[src/rtl/my_playback_if.sv]
// my_playback_if: valid/ready stream carrying playback words.
//   master: drives playback_data / playback_data_valid, samples playback_ready
//   slave : samples playback_data / playback_data_valid, drives playback_ready
interface my_playback_if #(
  parameter int unsigned WIDTH = 32
);
  logic [WIDTH-1:0] playback_data;
  logic             playback_data_valid;
  logic             playback_ready;

  modport master (
    output playback_data,
    output playback_data_valid,
    input  playback_ready
  );

  modport slave (
    input  playback_data,
    input  playback_data_valid,
    output playback_ready
  );
endinterface

[src/rtl/my_playback.sv]
// my_playback: pattern playback source. The host loads words into an internal
// RAM through a write port; the block then streams words 0..len-1 out on a
// valid/ready stream, once or circularly, until stopped or cleared.
//
// Ports:
//   clk, reset_n            clock, asynchronous active-low reset
//   playback_wr*            host RAM write port (addresses >= PLAYBACK_SIZE dropped)
//   playback_length         words per pass, sampled at start
//   playback_start          start request (level or pulse)
//   playback_circular       wrap to word 0 after the last word, sampled at start
//   playback_stop           stop issuing reads, drain buffered words, then FINISH
//   playback_reset          abort and return to IDLE (highest priority)
//   stream                  output stream (data, valid, ready)
//   playback_size           constant RAM depth
//   playback_count          accepted words since last clear, saturating
//   playback_pos            next RAM read address
//   playback_busy           high while playing
//
// Optional feature macro: PLAYBACK_REPEAT_COUNT_EN adds playback_repeat[15:0];
// non-circular mode then plays playback_repeat+1 passes back to back.
module my_playback #(
  parameter int unsigned PLAYBACK_WIDTH = 32,
  parameter int unsigned PLAYBACK_SIZE  = 128
) (
  input  logic                      clk,
  input  logic                      reset_n,
  input  logic                      playback_wr,
  input  logic [31:0]               playback_wr_addr,
  input  logic [PLAYBACK_WIDTH-1:0] playback_wr_data,
  input  logic [31:0]               playback_length,
  input  logic                      playback_start,
  input  logic                      playback_circular,
  input  logic                      playback_stop,
  input  logic                      playback_reset,
`ifdef PLAYBACK_REPEAT_COUNT_EN
  input  logic [15:0]               playback_repeat,
`endif
  my_playback_if.master             stream,
  output logic [31:0]               playback_size,
  output logic [31:0]               playback_count,
  output logic [31:0]               playback_pos,
  output logic                      playback_busy
);

  localparam int unsigned AW     = $clog2(PLAYBACK_SIZE);
  localparam logic [31:0] SIZE32 = 32'(PLAYBACK_SIZE);

  typedef enum logic [1:0] {
    ST_IDLE   = 2'd0,
    ST_PLAY   = 2'd1,
    ST_FINISH = 2'd2
  } state_e;

  state_e                    state_q, state_d;
  logic [31:0]               len_q, len_d;
  logic                      circ_q, circ_d;
  logic [31:0]               pos_q, pos_d;
  logic [31:0]               count_q, count_d;
  logic                      stop_q, stop_d;
  logic                      done_q, done_d;
  logic                      rd_vld_q, rd_vld_d;
  logic                      head_vld_q, head_vld_d;
  logic [PLAYBACK_WIDTH-1:0] head_data_q, head_data_d;
  logic                      tail_vld_q, tail_vld_d;
  logic [PLAYBACK_WIDTH-1:0] tail_data_q, tail_data_d;
  logic                      busy_q, busy_d;
`ifdef PLAYBACK_REPEAT_COUNT_EN
  logic [15:0]               reps_q, reps_d;
`endif

  logic [PLAYBACK_WIDTH-1:0] mem [PLAYBACK_SIZE];
  logic [PLAYBACK_WIDTH-1:0] rd_data_q;
  logic                      wr_en;
  logic                      issue;
  logic                      pop;
  logic                      push;
  logic [1:0]                occ;

  assign wr_en = playback_wr && (playback_wr_addr < SIZE32);

  // Dual-port RAM: port A host write, port B 1-cycle synchronous read.
  always_ff @(posedge clk) begin
    if (wr_en) mem[playback_wr_addr[AW-1:0]] <= playback_wr_data;
    if (issue) rd_data_q <= mem[pos_q[AW-1:0]];
  end

  // Next-state: 2-entry output buffer (head drives the stream), read issue, FSM.
  always_comb begin
    state_d     = state_q;
    len_d       = len_q;
    circ_d      = circ_q;
    pos_d       = pos_q;
    count_d     = count_q;
    stop_d      = stop_q;
    done_d      = done_q;
    rd_vld_d    = 1'b0;
    head_vld_d  = head_vld_q;
    head_data_d = head_data_q;
    tail_vld_d  = tail_vld_q;
    tail_data_d = tail_data_q;
`ifdef PLAYBACK_REPEAT_COUNT_EN
    reps_d      = reps_q;
`endif
    issue = 1'b0;
    pop   = head_vld_q && stream.playback_ready;
    push  = rd_vld_q;
    // Words held or in flight after this edge's pop; a new read needs a free slot.
    occ   = 2'(head_vld_q) + 2'(tail_vld_q) + 2'(rd_vld_q) - 2'(pop);

    if (pop) begin
      if (tail_vld_q) begin
        head_vld_d  = 1'b1;
        head_data_d = tail_data_q;
        tail_vld_d  = push;
        if (push) tail_data_d = rd_data_q;
      end else begin
        head_vld_d = push;
        if (push) head_data_d = rd_data_q;
      end
    end else if (push) begin
      if (head_vld_q) begin
        tail_vld_d  = 1'b1;
        tail_data_d = rd_data_q;
      end else begin
        head_vld_d  = 1'b1;
        head_data_d = rd_data_q;
      end
    end

    if (pop && (count_q != '1)) count_d = count_q + 32'd1;

    unique case (state_q)
      ST_IDLE: begin
        if (playback_start && (playback_length != 32'd0)) begin
          state_d = ST_PLAY;
          len_d   = (playback_length > SIZE32) ? SIZE32 : playback_length;
          circ_d  = playback_circular;
          pos_d   = 32'd0;
          count_d = 32'd0;
          stop_d  = 1'b0;
          done_d  = 1'b0;
`ifdef PLAYBACK_REPEAT_COUNT_EN
          reps_d  = playback_repeat;
`endif
        end
      end
      ST_PLAY: begin
        stop_d = stop_q | playback_stop;
        if (!stop_d && !done_q && (occ < 2'd2)) begin
          issue    = 1'b1;
          rd_vld_d = 1'b1;
          if (pos_q == (len_q - 32'd1)) begin
            if (circ_q) begin
              pos_d = 32'd0;
            end
`ifdef PLAYBACK_REPEAT_COUNT_EN
            else if (reps_q != 16'd0) begin
              reps_d = reps_q - 16'd1;
              pos_d  = 32'd0;
            end
`endif
            else begin
              pos_d  = pos_q + 32'd1;
              done_d = 1'b1;
            end
          end else begin
            pos_d = pos_q + 32'd1;
          end
        end
        // Leave once nothing is buffered or in flight after this edge.
        if ((stop_d || done_d) && !head_vld_d && !issue) state_d = ST_FINISH;
      end
      ST_FINISH: begin
        state_d = ST_FINISH;
      end
      default: begin
        state_d = ST_IDLE;
      end
    endcase

    if (playback_reset) begin
      state_d    = ST_IDLE;
      rd_vld_d   = 1'b0;
      head_vld_d = 1'b0;
      tail_vld_d = 1'b0;
      pos_d      = 32'd0;
      count_d    = 32'd0;
      stop_d     = 1'b0;
      done_d     = 1'b0;
    end
  end

  assign busy_d = (state_d == ST_PLAY);

  always_ff @(posedge clk or negedge reset_n) begin
    if (!reset_n) begin
      state_q     <= ST_IDLE;
      len_q       <= 32'd0;
      circ_q      <= 1'b0;
      pos_q       <= 32'd0;
      count_q     <= 32'd0;
      stop_q      <= 1'b0;
      done_q      <= 1'b0;
      rd_vld_q    <= 1'b0;
      head_vld_q  <= 1'b0;
      head_data_q <= '0;
      tail_vld_q  <= 1'b0;
      tail_data_q <= '0;
      busy_q      <= 1'b0;
`ifdef PLAYBACK_REPEAT_COUNT_EN
      reps_q      <= 16'd0;
`endif
    end else begin
      state_q     <= state_d;
      len_q       <= len_d;
      circ_q      <= circ_d;
      pos_q       <= pos_d;
      count_q     <= count_d;
      stop_q      <= stop_d;
      done_q      <= done_d;
      rd_vld_q    <= rd_vld_d;
      head_vld_q  <= head_vld_d;
      head_data_q <= head_data_d;
      tail_vld_q  <= tail_vld_d;
      tail_data_q <= tail_data_d;
      busy_q      <= busy_d;
`ifdef PLAYBACK_REPEAT_COUNT_EN
      reps_q      <= reps_d;
`endif
    end
  end

  assign stream.playback_data       = head_data_q;
  assign stream.playback_data_valid = head_vld_q;
  assign playback_size              = SIZE32;
  assign playback_count             = count_q;
  assign playback_pos               = pos_q;
  assign playback_busy              = busy_q;

endmodule
[src/flat_wrapper.sv]
// flat-port wrapper written by rule: the top's interface ports become plain ports
module my_playback_flat 
#(
  parameter int unsigned PLAYBACK_WIDTH = 32,
  parameter int unsigned PLAYBACK_SIZE  = 128
)
  (clk, reset_n, playback_wr, playback_wr_addr, playback_wr_data, playback_length, playback_start, playback_circular, playback_stop, playback_reset, playback_size, playback_count, playback_pos, playback_busy, stream_playback_data, stream_playback_data_valid, stream_playback_ready);
  my_playback_if stream_i ();
  input  logic clk;
  input  logic reset_n;
  input  logic playback_wr;
  input  logic [31:0] playback_wr_addr;
  input  logic [PLAYBACK_WIDTH-1:0] playback_wr_data;
  input  logic [31:0] playback_length;
  input  logic playback_start;
  input  logic playback_circular;
  input  logic playback_stop;
  input  logic playback_reset;
  output logic [31:0] playback_size;
  output logic [31:0] playback_count;
  output logic [31:0] playback_pos;
  output logic playback_busy;
  output wire logic [$bits(stream_i.playback_data)-1:0] stream_playback_data;
  output wire logic [$bits(stream_i.playback_data_valid)-1:0] stream_playback_data_valid;
  input wire logic [$bits(stream_i.playback_ready)-1:0] stream_playback_ready;
  assign stream_playback_data = stream_i.playback_data;
  assign stream_playback_data_valid = stream_i.playback_data_valid;
  assign stream_i.playback_ready = stream_playback_ready;
  my_playback #(.PLAYBACK_WIDTH(PLAYBACK_WIDTH), .PLAYBACK_SIZE(PLAYBACK_SIZE)) u_core (.clk(clk), .reset_n(reset_n), .playback_wr(playback_wr), .playback_wr_addr(playback_wr_addr), .playback_wr_data(playback_wr_data), .playback_length(playback_length), .playback_start(playback_start), .playback_circular(playback_circular), .playback_stop(playback_stop), .playback_reset(playback_reset), .stream(stream_i), .playback_size(playback_size), .playback_count(playback_count), .playback_pos(playback_pos), .playback_busy(playback_busy));
endmodule
[config.mk]
export PLATFORM = sky130hd
export DESIGN_NAME = my_playback_flat
export DESIGN_NICKNAME = d
export VERILOG_FILES = /design/src/rtl/my_playback_if.sv /design/src/rtl/my_playback.sv /design/src/flat_wrapper.sv
export SDC_FILE = /design/constraint.sdc
export NUM_CORES = 2
export LEC_CHECK = 0
export CAP_MARGIN = 5
export CELL_PAD_IN_SITES_DETAIL_PLACEMENT = 0
export CELL_PAD_IN_SITES_GLOBAL_PLACEMENT = 1
export CORE_MARGIN = 2
export CORE_UTILIZATION = 45
export DETAILED_ROUTE_END_ITERATION = 6
export PLACE_DENSITY = 0.72
export SLEW_MARGIN = 20
export SYNTH_ARGS = -nofsm -noshare
export SYNTH_HDL_FRONTEND = slang
export SYNTH_SLANG_ARGS = --single-unit
export TNS_END_PERCENT = 100
[constraint.sdc]
create_clock -name clk -period 3.9 [get_ports clk]
set_input_delay 0.585 -clock clk [delete_from_list [all_inputs] [get_ports clk]]
set_output_delay 0.585 -clock clk [all_outputs]
set_load 0.03 [all_outputs]
After elaboration in Yosys (flattened, before gate mapping). Memory sizes are Yosys's and may differ from the RTL's. A register that Yosys moved wholly into a read port is not among the register bits. Index checks and enable logic that the tools add are counted.

Add/subtract/negate cells: 6. $mul: 0. Div/mod/pow operators: 0. $lt $le $gt $ge: 3. Equality and inequality tests: 10. Shift-type cells: 0. Mux-type cells: 49. Bitwise operators: 1. Reduce and logical (&&, ||, !) cells: 27.

Operator list (count): 32-bit 2-to-1 mux (19); 32-bit by 1-bit adder with 32-bit output, second input constant (2); 32-bit case mux with 2 select lines (1); 32-bit == test (1); 32-bit by 8-bit > comparator with 1-bit output, second input constant (1); 32-bit by 8-bit < comparator with 1-bit output, second input constant (1); 32-bit != test, second input constant (1); 32-bit nonzero test (1); 32-bit by 1-bit subtractor with 32-bit output, second input constant (1); 1-bit 2-to-1 mux (23); 3-bit nonzero test (3); 1-bit logical AND (8); 2-bit 2-to-1 mux (3); 3-bit by 2-bit != test with 1-bit output, second input constant (2); 2-bit case mux with 3 select lines (1); 2-bit AND reduction (3); 3-bit AND reduction (2); 2-bit nonzero test (3); 2-bit by 1-bit == test with 1-bit output, second input constant (2); 1-bit zero test (4); 2-bit by 1-bit != test with 1-bit output, second input constant (2); 1-bit case mux with 2 select lines (2); 4-bit AND reduction (1); 1-bit by 1-bit adder with 2-bit output (1); 8 further kinds (8).

Flip-flop bits (word level): 169. Bits in latches: 0. Bits in writable memories: 4096. Memory bits (read-only): 0. Memories kept: 1.

Memory list: u_core.mem (words 128, width 32, rd ports 1, clocked after Yosys merged registers in 1, wr ports 1, line my_playback.sv:71) `logic [PLAYBACK_WIDTH-1:0] mem [PLAYBACK_SIZE];`.

Logic depth before layout (Yosys ltp).
Depth after elaboration: 14. Depth in mapped cells: 14. Mapped depth without buffers: 13.

Worst setup path before layout. No wires, ideal clock.

Path kind: in2reg. Start: in stream_playback_ready. End: reg u_core.pos_q[10] (netlist: u_core.playback_pos[10]). Data arrival time: 4.408 ns. Required time: 3.833 ns. Setup slack: -0.575 ns. Stages on the path: 13. Path buffers: 0. Path through: nand2_1 > inv_1 > ha_1 > inv_1 > ha_1 > a21oi_1 > xnor2_1 > or4_1 > nor2_1 > nor2_1 > or4_1 > nand2_1 > a22o_1.

Longest elaborated chain between the ends: 6.

Ends and longest elaborated chain: start: declaration (line flat_wrapper.sv:25) `input wire logic [$bits(stream_i.playback_ready)-1:0] stream_playback_ready;`; 1-bit logical AND (line my_playback.sv:105) `pop = head_vld_q && stream.playback_ready;`; 2-bit by 1-bit subtractor with 2-bit output (line my_playback.sv:108) `occ = 2'(head_vld_q) + 2'(tail_vld_q) + 2'(rd_vld_q) - 2'(pop);`; 2-bit < comparator (line my_playback.sv:149) `if (!stop_d && !done_q && (occ < 2'd2)) begin`; 1-bit logical AND (line my_playback.sv:149); 3-bit by 2-bit != test with 1-bit output (no line); 3-bit AND reduction (no line); end signal: assignment (line my_playback.sv:217) `pos_q <= pos_d;`; end: declaration (line my_playback.sv:57) `logic [31:0] pos_q, pos_d;`.

Every way passes these cells. A chain may end at the register's enable or synchronous reset.

==> results.py <==
metrics = {
    "outcome": {
        "result_of_the_run": "finished clean",
    },
    "yosys": {
        "synth-edff-count": 4128,
        "netlist.area_leader.share_pct": 74.8,
        "syn_area_sq_um": 166000,
        "syn_inst_count": 7019,
        "netlist_top_cells_area": "sky130_fd_sc_hd__edfxtp_1, sky130_fd_sc_hd__mux4_2, sky130_fd_sc_hd__dfrtp_1, sky130_fd_sc_hd__clkbuf_1, sky130_fd_sc_hd__nand2_1",
        "post-synth-top-count-cell": "sky130_fd_sc_hd__edfxtp_1",
        "ys_top_cells_by_count": "sky130_fd_sc_hd__edfxtp_1, sky130_fd_sc_hd__mux4_2, sky130_fd_sc_hd__clkbuf_1, sky130_fd_sc_hd__nand2_1, sky130_fd_sc_hd__nor2_1",
        "synth_area_per_cell_sq_um": 23.6,
        "yosysSeqAreaShare_pct": 77.4,
        "ys.flop_type": "sky130_fd_sc_hd__edfxtp_1",
        "synthesis.yosys.warnings": 0,
        "ys_ff_latch": 4297,
        "netlist.top_cell.by_area": "sky130_fd_sc_hd__edfxtp_1",
        "ys_types": 71,
        "asyncSetResetFlopFracSynth_pct": 3.93,
    },
    "clock_tree": {
        "cts_bufs_inserted": 418,
        "cts_sinks": 4297,
        "ctsRootBufferMaster": "sky130_fd_sc_hd__clkbuf_16",
        "htree_num_levels": 5,
        "clock_latency_ns": 1.00,
        "clk_pin_slew_ns": 0.07,
        "tritoncts": "yes",
        "cts_max_path_buffers": 4,
        "cts.repair_timing.setup_buffer_count": 0,
    },
    "drt": {
        "wl_per_cell_um": 33.5,
        "drt_wl_total_um": 437000,
        "final_antenna_net_count": 0,
        "detail_route.first_pass.iterations": 6,
        "drt_first_iter_violations": 11887,
        "total_vias_in_the_final_route": 80013,
        "drt_drc": 0,
        "avgViaCountPerCell": 6.15,
    },
    "timing": {
        "maxSlewViolCount": 0,
        "period_share_pct": 94.5,
        "setup_viol": 0,
        "timing.fmax_ghz": 0.271,
        "post_layout_min_period_ns": 3.69,
        "rsz0062_at_grt": "false",
        "max-slew-margin-rel_pct": 27.0,
        "hold_viol_final": 0,
        "final_critical_path_setup_slack_ns": 0.214,
        "timing.clock.skew_ns": 0.0442,
        "setup_tns_ns": 0,
        "timing_worst_slew_pin_value_ns": 1.10,
    },
    "global_route": {
        "first_global_vias": 79973,
        "initial_antenna_violation_count": 51,
        "gr-total-overflow": 0,
        "grt_max_degree": 129,
        "grt_first_pass_wirelength_um": 612000,
        "grt_util_all_layers_pct": 23.3,
    },
    "critical_path": {
        "critical_path.max_fanout": 31,
        "cp_data_required_time_ns": 4.63,
        "timing.critical_path.from_type": "flip-flop",
        "standard_cell_with_the_maximum_stage_delay_on_the_critical_path": "sky130_fd_sc_hd__dfrtp_4",
        "path_cells": "buf_12 > buf_12 > buf_4 > mux4_2 > mux4_2 > mux4_2 > nand2_1 > nand2_1",
        "worst-endpoint-arrival_ns": 4.42,
        "critical_path_class": "flip-flop to flip-flop",
        "most_common_cell_on_crit_path": "sky130_fd_sc_hd__mux4_2",
        "end_kind": "flip-flop",
        "critical_path.max_stage_delay_ns": 0.63,
    },
    "pwr": {
        "ir_drop_mv": 0.385,
        "cellLeakagePower_nw": 60.1,
        "p_per_area_nw_per_um2": 489,
    },
    "finish": {
        "area_growth_pct": 17.5,
        "num-nets-final": 7931,
        "drive_above_1_share_pct": 33.4,
    },
    "place": {
        "port_buffers": 201,
        "detailed_place_hpwl_um": 263000,
        "routabilityCongestion": 0.827,
        "preCtsSetupSlack_ns": 0.204,
    },
    "floorplan": {
        "design.die.area_sq_um": 373000,
        "initial_utilization_pct": 45.2,
        "dieWidth_um": 611,
        "fp.coreArea_sq_um": 366000,
        "io_pins": 234,
        "dieHeight_um": 611,
        "placementRows": 222,
    },
    "hold_path": {
        "worst_min_path_class": "input port to flip-flop",
    },
    "flow_run": {
        "drv_cap": 0,
    },
}
==> critical path: cells and delay by family, from the launching register on <==
kind	cells	cell delay, ns
buf+inv	3	0.83
flops	1	0.63
mux	3	1.67
simple gates	2	0.19
==> per-stage QoR <==
stage / hold WS (ns) / util (%) / std cells / area [sq um] / power (mW)
final: 0.0515 / 53.2 / 13014 / 195000 / 95.3
after floorplan: 0.289 / - / 7049 / 166000 / 54.1
after CTS: 0.0757 / 53.1 / 12989 / 195000 / 95.9
after global routing: 0.0403 / 53.2 / 12993 / 195000 / 97.9
after global placement: 0.463 / 49.4 / 12215 / 181000 / 56.1
after detailed placement: 0.470 / 49.4 / 12216 / 181000 / 56.2
==> flip-flops by register name (all words and copies together), names as in the netlist <==
signal	cells
u_core.tail_vld_q	1
u_core.playback_count	32
u_core.stream.playback_data_valid	1
u_core.circ_q	1
u_core.rd_data_q	32
u_core.tail_data_q	32
u_core.stop_q	1
u_core.stream.playback_data	32
u_core.playback_busy	1
u_core.state_q	2
u_core.done_q	1
u_core.playback_pos	32
u_core.mem	4096
u_core.push	1
u_core.len_q	32
==> placed cells by master, fill, tap and decap left out, types with 38 or more instances in the layout <==
master and n:
sky130_fd_sc_hd__nand3_1 62, sky130_fd_sc_hd__o21ai_0 60, sky130_fd_sc_hd__mux2i_1 38, sky130_fd_sc_hd__clkinv_1 93, sky130_fd_sc_hd__clkinv_2 85, sky130_fd_sc_hd__clkbuf_16 426
sky130_fd_sc_hd__dfrtp_1 163, sky130_fd_sc_hd__clkdlybuf4s50_1 168, sky130_fd_sc_hd__mux4_2 1339, sky130_fd_sc_hd__nor2_4 129, sky130_fd_sc_hd__buf_12 301, sky130_fd_sc_hd__buf_4 266
sky130_fd_sc_hd__nand2_1 212, sky130_fd_sc_hd__edfxtp_1 4128, sky130_fd_sc_hd__clkbuf_1 80, sky130_fd_sc_hd__bufinv_16 45, sky130_fd_sc_hd__nor2_1 62
==> layer usage <==
layer  share of wire, %  routed length (um)  up-vias  global-route usage [%]
li1                   -                   -    31641                       -
met1                 39              171000    43622                    32.7
met2                 49              213000     4166                    37.6
met3                9.2               40200      574                    4.40
met4                2.8               12300       10                    6.28
met5              0.012                  51        -                       0
==> cell type report <==
class	count	area [sq um]
Clock buffer	508	11000
Clock inverter	264	2580
Inverter	26	105
Multi-Input combinational cell	2333	36900
Fill cell	27250	171000
Tap cell	4816	6030
Sequential cell	4297	128000
Antenna cell	24	60.1
Timing Repair Buffer	746	9860
==> what timing repair did <==
action | 4_1_cts | 5_1_grt
resized for setup | 0 | 2
hold endpoints to repair | 76 | 0
setup endpoints to repair | 0 | 4
hold buffers | 1 | 0
==> cells by family (layout without fill, tap and decap cells) <==
logic type	Yosys count	after routing	share of synthesized area, %
AO/OA/AOI/OAI	150	150	0.594
XOR/XNOR	71	71	0.375
adder cells (fa/ha/maj)	5	5	0.0378
buffers and inverters	419	1544	1.04
flip-flops	4297	4297	77.4
multiplexers	1413	1413	18.7
other	2	56	0.00453
AND/OR/NAND/NOR	662	662	1.87
==> power by group <==
part | total [mW] | leakage [nW] | switching (mW) | internal, mW
combinational | 4.37 | 14.1 | 2.53 | 1.84
sequential | 50.8 | 39.4 | 0.118 | 50.7
clock | 40.1 | 6.63 | 17.1 | 23.0
==> final timing paths <==
| check | startpoint | end | slack (ns) | cells after the start |
|---|---|---|---|---|
| hold reg to reg | u_core.stream.playback_data[4] | u_core.stream.playback_data[4] | 0.48 | 2 |
| setup / recovery | u_core.playback_pos[0] | u_core.rd_data_q[13] | 0.21 | 8 |
| max in group asynchronous | reset_n | u_core.playback_pos[14] | 2.71 | 3 |
| min in group asynchronous | reset_n | u_core.playback_count[10] | 0.22 | 2 |
| setup reg to reg | u_core.playback_pos[0] | u_core.rd_data_q[13] | 0.21 | 8 |
| hold / removal | playback_wr_data[7] | u_core.mem[45][7] | 0.05 | 1 |
Note: power is estimated with default switching activity, not from simulation.
